==> src/rtl/fixed_bcd_display_ctrl.sv <==
// Converts a signed fixed-point result into sign + integer/fraction BCD digits by
// driving two external BCD engines in parallel. Optional macro: LEADING_ZERO_BLANK_EN.
module fixed_bcd_display_ctrl #(
  parameter int INT_BITS       = 16,
  parameter int FRAC_BITS      = 8,
  parameter int INT_DIGITS     = 5,
  parameter int FRAC_DIGITS    = 7,
  parameter int TIMEOUT_CYCLES = 255
) (
  input  logic                       i_Clock,
  input  logic                       i_Rst_L,
  input  logic                       i_Start,
  input  logic [INT_BITS+FRAC_BITS-1:0] i_Value,
  output logic                       o_Busy,
  output logic                       o_Int_Start,
  output logic [INT_BITS-1:0]        o_Int_Binary,
  input  logic [INT_DIGITS*4-1:0]    i_Int_BCD,
  input  logic                       i_Int_DV,
  output logic                       o_Frac_Start,
  output logic [FRAC_BITS-1:0]       o_Frac_Binary,
  input  logic [FRAC_DIGITS*4-1:0]   i_Frac_BCD,
  input  logic                       i_Frac_DV,
  output logic                       o_Sign,
  output logic [INT_DIGITS*4-1:0]    o_Int_Digits,
  output logic [FRAC_DIGITS*4-1:0]   o_Frac_Digits,
  output logic                       o_DV,
  output logic                       o_Err
);

  localparam int W  = INT_BITS + FRAC_BITS;
  localparam int CW = $clog2(TIMEOUT_CYCLES + 1);

  typedef enum logic [1:0] {IDLE, CONV, DONE, ERR} state_t;

  state_t state, state_next;

  logic [W-1:0]             magnitude;
  logic                     sign_pend;
  logic                     int_done, frac_done;
  logic [CW-1:0]            tmo_count;
  logic [INT_DIGITS*4-1:0]  int_cap, int_raw, int_shown;
  logic [FRAC_DIGITS*4-1:0] frac_cap, frac_raw;
  logic                     accept, cap_int, cap_frac;

  assign magnitude = i_Value[W-1] ? -i_Value : i_Value;
  assign o_Busy    = (state != IDLE);

  always_ff @(posedge i_Clock or negedge i_Rst_L) begin
    if (!i_Rst_L) state <= IDLE;
    else          state <= state_next;
  end

  // The counter is zero only in the first CONV cycle, which doubles as the
  // stale-DV mask for engines still holding DV from a previous run.
  always_comb begin
    state_next = state;
    accept     = 1'b0;
    cap_int    = 1'b0;
    cap_frac   = 1'b0;
    case (state)
      IDLE: begin
        if (i_Start) begin
          accept     = 1'b1;
          state_next = CONV;
        end
      end
      CONV: begin
        cap_int  = i_Int_DV  && !int_done  && (tmo_count != '0);
        cap_frac = i_Frac_DV && !frac_done && (tmo_count != '0);
        if ((int_done || cap_int) && (frac_done || cap_frac))
          state_next = DONE;
        else if (tmo_count == CW'(TIMEOUT_CYCLES - 1))
          state_next = ERR;
      end
      DONE:    state_next = IDLE;
      ERR:     state_next = IDLE;
      default: state_next = IDLE;
    endcase
  end

  assign int_raw  = cap_int  ? i_Int_BCD  : int_cap;
  assign frac_raw = cap_frac ? i_Frac_BCD : frac_cap;

`ifdef LEADING_ZERO_BLANK_EN
  logic leading;
  always_comb begin
    int_shown = int_raw;
    leading   = 1'b1;
    for (int d = INT_DIGITS - 1; d > 0; d--) begin
      if (leading && int_raw[d*4 +: 4] == 4'd0) int_shown[d*4 +: 4] = 4'hF;
      else                                      leading = 1'b0;
    end
  end
`else
  always_comb begin
    int_shown = int_raw;
  end
`endif

  // Digits are loaded on the edge entering DONE so o_DV coincides with the DONE cycle.
  always_ff @(posedge i_Clock or negedge i_Rst_L) begin
    if (!i_Rst_L) begin
      o_Int_Start   <= 1'b0;
      o_Frac_Start  <= 1'b0;
      o_Int_Binary  <= '0;
      o_Frac_Binary <= '0;
      o_Sign        <= 1'b0;
      o_Int_Digits  <= '0;
      o_Frac_Digits <= '0;
      o_DV          <= 1'b0;
      o_Err         <= 1'b0;
      sign_pend     <= 1'b0;
      int_done      <= 1'b0;
      frac_done     <= 1'b0;
      tmo_count     <= '0;
      int_cap       <= '0;
      frac_cap      <= '0;
    end else begin
      o_DV  <= 1'b0;
      o_Err <= 1'b0;
      if (accept) begin
        o_Int_Binary  <= magnitude[W-1:FRAC_BITS];
        o_Frac_Binary <= magnitude[FRAC_BITS-1:0];
        sign_pend     <= i_Value[W-1] && (magnitude != '0);
        int_done      <= 1'b0;
        frac_done     <= 1'b0;
        tmo_count     <= '0;
        o_Int_Start   <= 1'b1;
        o_Frac_Start  <= 1'b1;
      end
      if (state == CONV) begin
        tmo_count <= tmo_count + CW'(1);
        if (cap_int) begin
          int_cap     <= i_Int_BCD;
          int_done    <= 1'b1;
          o_Int_Start <= 1'b0;
        end
        if (cap_frac) begin
          frac_cap     <= i_Frac_BCD;
          frac_done    <= 1'b1;
          o_Frac_Start <= 1'b0;
        end
        if (state_next == DONE) begin
          o_Sign        <= sign_pend;
          o_Int_Digits  <= int_shown;
          o_Frac_Digits <= frac_raw;
          o_DV          <= 1'b1;
        end
        if (state_next == ERR) begin
          o_Int_Start  <= 1'b0;
          o_Frac_Start <= 1'b0;
          o_Err        <= 1'b1;
        end
      end
    end
  end

endmodule
==> config.mk <==
export PLATFORM = sky130hd
export DESIGN_NAME = fixed_bcd_display_ctrl
export DESIGN_NICKNAME = d
export VERILOG_FILES = /design/src/rtl/fixed_bcd_display_ctrl.sv
export SDC_FILE = /design/constraint.sdc
export NUM_CORES = 1
export LEC_CHECK = 0
export CORE_ASPECT_RATIO = 1.2
export CORE_MARGIN = 2
export CORE_UTILIZATION = 39
export CTS_CLUSTER_SIZE = 24
export DETAILED_ROUTE_END_ITERATION = 8
export HOLD_SLACK_MARGIN = 0.1
export PLACE_DENSITY = 0.66
export SETUP_SLACK_MARGIN = 0.2
export SLEW_MARGIN = 20
export SYNTH_ARGS = -nofsm -noshare
export SYNTH_HDL_FRONTEND = slang
export SYNTH_SLANG_ARGS = --single-unit
==> constraint.sdc <==
create_clock -name i_Clock -period 2.4 [get_ports i_Clock]
set_input_delay 0.48 -clock i_Clock [delete_from_list [all_inputs] [get_ports i_Clock]]
set_output_delay 0.48 -clock i_Clock [all_outputs]
set_load 0.01 [all_outputs]
# Yosys cells after proc, flatten, opt, wreduce, memory -nomap -nowiden
# Cells that the tools add are included.
[totals] wordCells=72 inputBits=77 regBits=138 mem_count=0 ram_bits=0 latch_bits=0 rom_bits=0 output_inout_bits=78
[op_classes] mul=0 n_mux=31 n_bitwise=0 n_reduce_logical=17 n_shift=0 add_sub_neg=2 order_cmp=0 eq_ne=6 n_div=0
[op_table] cell="$mux 28" n=1
[op_table] cell="$mux 24" n=1
[op_table] cell="$neg 24->24" n=1
[op_table] cell="$reduce_bool 24->1" n=1
[op_table] cell="$mux 1" n=22
[op_table] cell="$mux 20" n=1
[op_table] cell="$mux 8" n=2
[op_table] cell="$add 8x1->8 const B" n=1
[op_table] cell="$eq 2x2->1 const B" n=4
[op_table] cell="$eq 8x8->1 const B" n=1
[op_table] cell="$reduce_bool 8->1" n=1
[op_table] cell="$logic_and 1x1->1" n=6
[op_table] cell="$mux 2" n=3
[op_table] cell="$pmux 2 s3" n=1
[op_table] cell="$reduce_bool 2->1" n=2
[op_table] cell="$eq 2x1->1 const B" n=1
[op_table] cell="$logic_not 1->1" n=2
[op_table] cell="$logic_not 2->1" n=1
[op_table] cell="$logic_or 1x1->1" n=2
[op_table] cell="$reduce_and 2->1" n=1
[op_table] cell="$reduce_or 2->1" n=1

# Logic depth before layout (Yosys ltp)
# Gate-level depths: netlist of the first run.
[depth] ltp_word=10 mapped_depth=10 ltp_nobuf=8

# Worst setup path after synthesis of the first run
# OpenSTA, ideal clock, no wires.
[synth_path] path_type="reg-to-reg" startpoint="reg tmo_count[0]" endpoint="reg o_Int_Digits[10]" slack_ns=0.180 path_stages_with_launch=10 setup_time_ns=0.125 n_path_buf=1 arrival_ns=2.095 path_cell_list="dfrtp_1 inv_1 ha_1 nor4b_2 nand2_1 nand2_1 nor3b_1 buf_2 mux2_2 mux2_2"
[synth_via] elab_chain_cells=8
[synth_rtl] element="from (decl)" line_no="40" source="logic [CW-1:0] tmo_count;"
[synth_rtl] element="from (signal assigned)" line_no="132" source="tmo_count <= tmo_count + CW'(1);"
[synth_rtl] element="$reduce_bool 8->1" line_no="68, 69"
[synth_rtl] element="$logic_and 1x1->1 (on tied branches)" line_no="68, 69"
[synth_rtl] element="$logic_or 1x1->1" line_no="70" source="if ((int_done || cap_int) && (frac_done || cap_frac))"
[synth_rtl] element="$logic_and 1x1->1" line_no="70"
[synth_rtl] element="$mux 2" line_no="70"
[synth_rtl] element="$pmux 2 s3" line_no="60" source="case (state)"
[synth_rtl] element="$eq 2x2->1" line_no="143" source="if (state_next == DONE) begin"
[synth_rtl] element="$reduce_and 2->1 (no line)"
[synth_rtl] element="to (signal assigned)" line_no="145" source="o_Int_Digits <= int_shown;"
[synth_rtl] element="to (decl)" line_no="24" source="output logic [INT_DIGITS*4-1:0] o_Int_Digits,"
# Parallel ways exist; a longest one is shown, timed or not.
# A chain may end at the register's enable or synchronous reset.

# Worst setup path in the final report of the first run
[layout_path] startpoint="in i_Value[8]" endpoint="reg sign_pend"
[layout_via] elab_chain_cells=4
[layout_rtl] element="from (decl)" line_no="13" source="input logic [INT_BITS+FRAC_BITS-1:0] i_Value,"
[layout_rtl] element="$neg 24->24" line_no="45" source="assign magnitude = i_Value[W-1] ? -i_Value : i_Value;"
[layout_rtl] element="$mux 24 (*)" line_no="45"
[layout_rtl] element="$reduce_bool 24->1 (*)" line_no="124" source="sign_pend <= i_Value[W-1] && (magnitude != '0);"
[layout_rtl] element="$logic_and 1x1->1 (*)" line_no="124"
[layout_rtl] element="to (signal assigned)" line_no="124"
[layout_rtl] element="to (decl)" line_no="38" source="logic sign_pend;"
# Every way passes the cells marked *; elsewhere a longest branch is shown, timed or not.

==> results.md, run 1 <==
* P_int at 8.40 mW
* Worst-path clk slew at 50 ps
* Worst skew pair latency at 420 ps
* Vias in the first global route at 5078
* Mean Syn Cell Area at 12.4 um^2
* Die width at 119 um
* GRT overflow at 0
* LEAKAGE at 4.32 nW
* Max-Cap Viols at 0
* Fin util at 63.1%
* CP endpoint kind: flop
* Post-Syn Area at 0.00616 mm^2
* Final Wtd Congestion at 0.844
* Synth top area share at 56.0%
* Port buffer count at 154
* Switching part of the total at 30.4%
* Antenna fix cells at 0
* Final wirelength at 16.7 mm
* Sequential-to-total area share from yosys stat at 56.0%
* Vias per inst at 4.97
* FF-to-FF End: o_Int_Digits[7]
* Hold path endpoint: o_Frac_Binary[6]
* Number of synthesized flops with an enable pin at 0
* WHS Path Cells at 2
* Skew final at 10.7 ps
* Fill cells at 1290
* Setup crit start kind: input pin
* Post-route minimum period at 2370 ps
* Mapped Nets at 576
* Final Hold Vio Count at 0
* Initial Utilization at 39.7%
* Yosys top cell by area: dfrtp_1
* Longest Clk Path Bufs at 2
* Worst-margin pin slew at 468 ps
* Reg2reg start: tmo_count[0]
* Area of the core at 0.0155 mm^2
* Period utilisation layout at 98.9%
* Highest attainable clock frequency at 421 MHz
* Hold_sp: o_Frac_Binary[6]
* Worst Hold Class: flop to flop
* Share of cells above drive strength 1 at 35.4%
* Post-synthesis register bit count at 138
* CTS sink count at 138
* Flop2flop setup slack at 200 ps
* Synth Flop Type: dfrtp_1
* Slew Viols, Final at 0
* Peak VDD IR at 0.743 mV
* Psw at 3.67 mW
* Gate power share at 46.0%
* Post-DP HPWL at 10.6 mm
* WL/cell at 17.3 um
* WP data arrival at 2650 ps
* Seq pwr share at 33.0%
* Initial antenna violation count at 0
* Synth warn at 0
* Final setup violation count at 0
* Clock share of power at 21.0%
* Leading cell types by total area after synthesis: dfrtp_1 56%, mux2_2 18%, nand2_1 3.4%
* Starting DRT DRC Count at 218
* Count of cell types in the netlist at 54
* PwrDens at 1230 mW/mm^2
* Area of the multi-input gates at 0.00288 mm^2
* Headroom to the max-slew limit at 68.8%
* Run status: completed
* Final ANT Viol Nets at 0
* Cts bufs inserted at 17
* Nets at 825
* WS Path Type: input pin to flop
* Area of the die at 0.0168 mm^2
* H-tree Lvls at 4
* Register area at 0.00345 mm^2
* Via count at 4799
* Io pins at 155
* Data required time of the worst path at 2670 ps
* CTS tree: yes
* Area growth syn-to-layout at 58.9%
* DRC at 0
* First-pass GRT wire length at 25.7 mm
* Async S/R FF share, synth at 100%
* Clock root buffer: clkbuf_16
* CP max FO at 3
* Largest net degree at the start of global routing at 57
* Placement row count at 50
* Die Height at 142 um
* Mapped Cells at 495
* GRT Util Overall at 19.2%
* Unrepaired setup endpoints after global routing: true
* Setup TNS at 0 ps
* Reg2reg path depth at 11
* Pre-antenna DRT Iters at 4
==> sequential cells by signal, indices dropped and copies added, names as in the netlist <==
name,count
o_Int_Binary,16
frac_cap,28
o_Err,1
o_Frac_Start,1
o_Sign,1
o_Int_Digits,20
int_cap,20
o_Frac_Digits,28
tmo_count,8
int_done,1
sign_pend,1
state,2
o_Int_Start,1
o_Frac_Binary,8
frac_done,1
o_DV,1
==> repair_timing <==
| action | 4_1_cts | 5_1_grt |
|---|---|---|
| hold buffers | 1 | 0 |
| gates cloned | 2 | 6 |
| endpoints found under the hold margin | 44 | 0 |
| setup endpoints to repair | 49 | 53 |
| setup buffers | 15 | 18 |
| resized for setup | 27 | 73 |
| pin swaps | 16 | 12 |
==> kinds of logic after synthesis <==
kind of cell             Yosys count  synth area share [%]
AND/OR/NAND/NOR                  128                  11.4
AO/OA/AOI/OAI                     64                  6.86
XOR/XNOR                          24                  3.41
multiplexers                     101                  18.4
adder cells (fa/ha/maj)            4                 0.812
flip-flops                       138                  56.0
buffers and inverters             36                  3.07
==> power groups by stage <==
stage               logic [mW]  registers [mW]  clock network [mW]
floorplan                 2.05            4.21                   0
global placement          4.33            3.95                   0
detailed placement        4.47            4.00                   0
CTS                       4.72            3.97                2.59
global route              5.98            4.12                2.71
finish                    5.55            3.98                2.54
==> synthesized netlist by cell type, drive strengths merged, types with 2 or more instances <==
master / instances
a21boi: 2
a21o: 3
a21oi: 2
a2bb2oi: 2
a31oi: 2
buf: 17
clkbuf: 12
dfrtp: 138
ha: 4
inv: 7
mux2: 97
mux2i: 4
nand2: 56
nand3: 12
nand4: 7
nand4b: 3
nor2: 10
nor2b: 3
nor3: 14
nor3b: 3
nor4: 6
nor4b: 2
nor4bb: 2
o211ai: 2
o21ai: 34
o22ai: 2
o31ai: 8
o41ai: 3
or2: 2
or3: 2
or4: 2
xnor2: 6
xor2: 18
==> through the flow <==
stage          setup WS (ps)  area [um^2]  power (mW)  cells  hold slack (ps)
6_report                26.5         9790        12.1    965              473
3_5_place_dp            -332         8360        8.47    891              434
4_1_cts                  182         9230        11.3    941              482
2_1_floorplan            216         6170        6.26    495              184
5_1_grt                 24.5         9790        12.8    965              502
3_3_place_gp            -275         8360        8.28    891              427
==> placed cells by master, fill, tap and decap left out, types with 4 or more instances in the layout <==
master             n
clkdlybuf4s50_1  141
dfrtp_1          138
buf_4             83
nand2_1           55
mux2_4            52
mux2_2            45
o21ai_0           33
clkbuf_16         22
xor2_1            18
nand3_1           11
nor2_1            10
nor3_1             9
buf_12             8
o31ai_1            7
buf_6              7
dlygate4sd2_1      7
nand4_1            6
xnor2_1            5
dlymetal6s2s_1     5
inv_1              4
nor3_2             4
inv_6              4
nor4_2             4
mux2i_1            4
clkinvlp_4         4
==> worst max-delay path: stages <==
cell             delay (ps)
clkdlybuf4s50_1         470
nor4_4                  290
buf_4                   190
nand4_4                 120
buf_4                   170
o21ai_0                 310
a2bb2oi_1               170
nor4b_4                 300
a31oi_1                 130
==> final cells by class <==
| type | instances | share of cell area, % |
|---|---|---|
| flip-flops and latches | 138 | 35.3 |
| well taps | 208 | 2.66 |
| multi-input cells | 321 | 29.4 |
| clock buffers | 20 | 4.77 |
| clock inverters | 12 | 1.16 |
| inverters | 7 | 0.320 |
| repair buffers | 259 | 26.4 |
==> worst max path at each step <==
stage,start,endpoint,slack (ps)
2_1_floorplan,i_Value[4],sign_pend,220
3_3_place_gp,i_Value[0],sign_pend,-280
3_5_place_dp,i_Value[6],sign_pend,-330
4_1_cts,tmo_count[0],o_Frac_Digits[3],180
5_1_grt,i_Value[8],sign_pend,20
6_report,i_Value[8],sign_pend,30
==> routing by layer <==
metal	global-route usage [%]	share of wire, %	up-vias
li1	-	-	2259
met1	22.5	41	2393
met2	32.5	52	122
met3	7.03	5.9	25
met4	6.33	1.7	0
met5	0	0	-
No activity file was read; power rests on OpenSTA's default activity.
==> run 2: changes to the inputs <==
Settings changed: HOLD_SLACK_MARGIN 0.1 to not set, REMOVE_ABC_BUFFERS set to 1.
==> run 2 against run 1 <==
Final cell count decreased by 1.9%. Via count decreased by 0.94%. Largest power group unchanged. Count of clock-buffer cells in the layout decreased by 3. Maximum frequency increased by 7.7%. Clock skew decreased by 1.1 ps. Combinational power decreased by 4.9%. Worst hold slack got worse by 400 ps. Highest routed layer unchanged. Wire length decreased by 1.5%.
==> results.md, run 2 (same netlist as run 1, synthesis figures left out) <==
* Run status: completed
* WL/cell at 17.3 um
* Longest Clk Path Bufs at 2
* Worst-path clk slew at 70 ps
* Area of the die at 0.0168 mm^2
* Reg2reg path depth at 10
* Die Height at 142 um
* Port buffer count at 154
* Finished Cell Area at 0.00962 mm^2
* Psw at 3.72 mW
* Final Hold Vio Count at 0
* WP data arrival at 2500 ps
* Placement row count at 50
* CP endpoint kind: flop
* Area growth syn-to-layout at 56.1%
* Hold_buf cts at 0
* Setup crit start kind: input pin
* CTS sink count at 138
* Worst skew pair latency at 420 ps
* Share of cells above drive strength 1 at 35.0%
* PwrDens at 1230 mW/mm^2
* Commonest non-fill, non-tap cell in the layout: clkdlybuf4s50_1
* Vias in the first global route at 5013
* Unrepaired setup endpoints after global routing: true
* Data required time of the worst path at 2690 ps
* Final setup violation count at 0
* Starting DRT DRC Count at 239
* Slew Viols, Final at 0
* Via count at 4754
* Biggest regs: frac_cap x28, o_Frac_Digits x28
* Nets at 807
* LEAKAGE at 4.27 nW
* Flop2flop setup slack at 250 ps
* Final Wtd Congestion at 0.913
* GRT overflow at 0
* Skew final at 9.59 ps
* Gate power share at 44.6%
* Clock root buffer: clkbuf_16
* Max-Cap Viols at 0
* Reg2reg start: tmo_count[0]
* CTS tree: yes
* Initial Utilization at 39.7%
* FF-to-FF End: o_Frac_Digits[13]
* DRC at 0
* Period utilisation layout at 91.9%
* CP max FO at 3
* Vias per inst at 5.02
* Post-DP HPWL at 10.8 mm
* Highest attainable clock frequency at 454 MHz
* Antenna fix cells at 0
* Io pins at 155
* Peak VDD IR at 0.532 mV
* Switching part of the total at 31.4%
* Die width at 119 um
* Headroom to the max-slew limit at 56.3%
* Final wirelength at 16.4 mm
* Initial antenna violation count at 0
* Setup TNS at 0 ps
* Area of the core at 0.0155 mm^2
* Clock share of power at 21.8%
* Most frequent cells in the layout: 140 x clkdlybuf4s50_1, 138 x dfrtp_1, 74 x buf_4, 54 x mux2_2, 53 x nand2_1
* WS Path Type: input pin to flop
* Worst-margin pin slew at 655 ps
* Worst Hold Class: input pin to asynchronous set/reset pin
* Cell area after placement at 0.00834 mm^2
* H-tree Lvls at 4
* Seq pwr share at 33.6%
* Post-route minimum period at 2200 ps
* First-pass GRT wire length at 25.1 mm
* Final ANT Viol Nets at 0
* Largest net degree at the start of global routing at 70
* P_int at 8.12 mW
* GRT Util Overall at 18.9%
* Pre-antenna DRT Iters at 4
* Cts bufs inserted at 17
run 2: changes by cell type in the layout (fill, tap and decap cells not counted), sizes merged:
cell           change
buf               -14
dlymetal6s2s       +8
clkbuf             -7
dlygate4sd2        -7
inv                +6
clkinvlp           -2
bufbuf             +1
clkdlybuf4s50      -1
clkinv             -1
dlygate4sd3        -1
run 2: metrics by stage:
step                      std cells  utilization [%]  hold WS (ps)  power (mW)  worst slack [ps]
after floorplan                 466                -           184        6.14             -1550
after global placement          891             53.7           457        8.28              -261
after detailed placement        891             53.7           467        8.45              -333
after CTS                       933             59.0          88.7        11.4               202
after global routing            947             62.0          97.6        12.5               121
final                           947             62.0          73.3        11.8               195
run 2: power groups by stage:
stage	logic [mW]	clock network [mW]	registers, mW
finish	5.28	2.58	3.98
global route	5.67	2.74	4.12
CTS	4.77	2.64	3.96
detailed placement	4.46	0	3.99
global placement	4.35	0	3.93
floorplan	1.94	0	4.20
run 2: how the worst max path moves through the flow:
stage / startpoint / endpoint / slack (ps) / depth (start not counted)
CTS: i_Value[9] / sign_pend / 200 / 9
detailed placement: i_Value[0] / sign_pend / -330 / 8
floorplan: tmo_count[0] / o_Frac_Digits[0] / -1550 / 8
global route: i_Value[9] / sign_pend / 120 / 8
finish: i_Value[20] / sign_pend / 200 / 6
global placement: i_Value[0] / sign_pend / -260 / 8
run 2: worst max-delay path: stages:
cell,delay [ps]
clkdlybuf4s50_1,530
or3_4,440
o41ai_4,430
xnor2_2,160
a2111oi_4,340
a31oi_1,120
run 2: layout make-up:
cell class	instances	area [um^2]
clock buffers	17	425
fillers	1231	5900
well taps	208	260
clock inverters	15	156
flip-flops and latches	138	3450
multi-input cells	321	2900
inverters	7	28.8
repair buffers	241	2390
run 2: layer usage:
metal / share of wire [%] / GRT usage, % / vias up
met2: 52 / 33.0 / 154
li1: - / - / 2216
met5: 0 / 0 / -
met4: 1.4 / 6.33 / 0
met3: 6.3 / 6.03 / 18
met1: 41 / 22.1 / 2366
run 2: what timing repair did:
item / 4_1_cts / 5_1_grt
setup buffers: 7 / 13
gates cloned: 3 / 1
pin swaps: 10 / 19
endpoints found under the setup margin: 49 / 52
gates resized for setup: 23 / 80
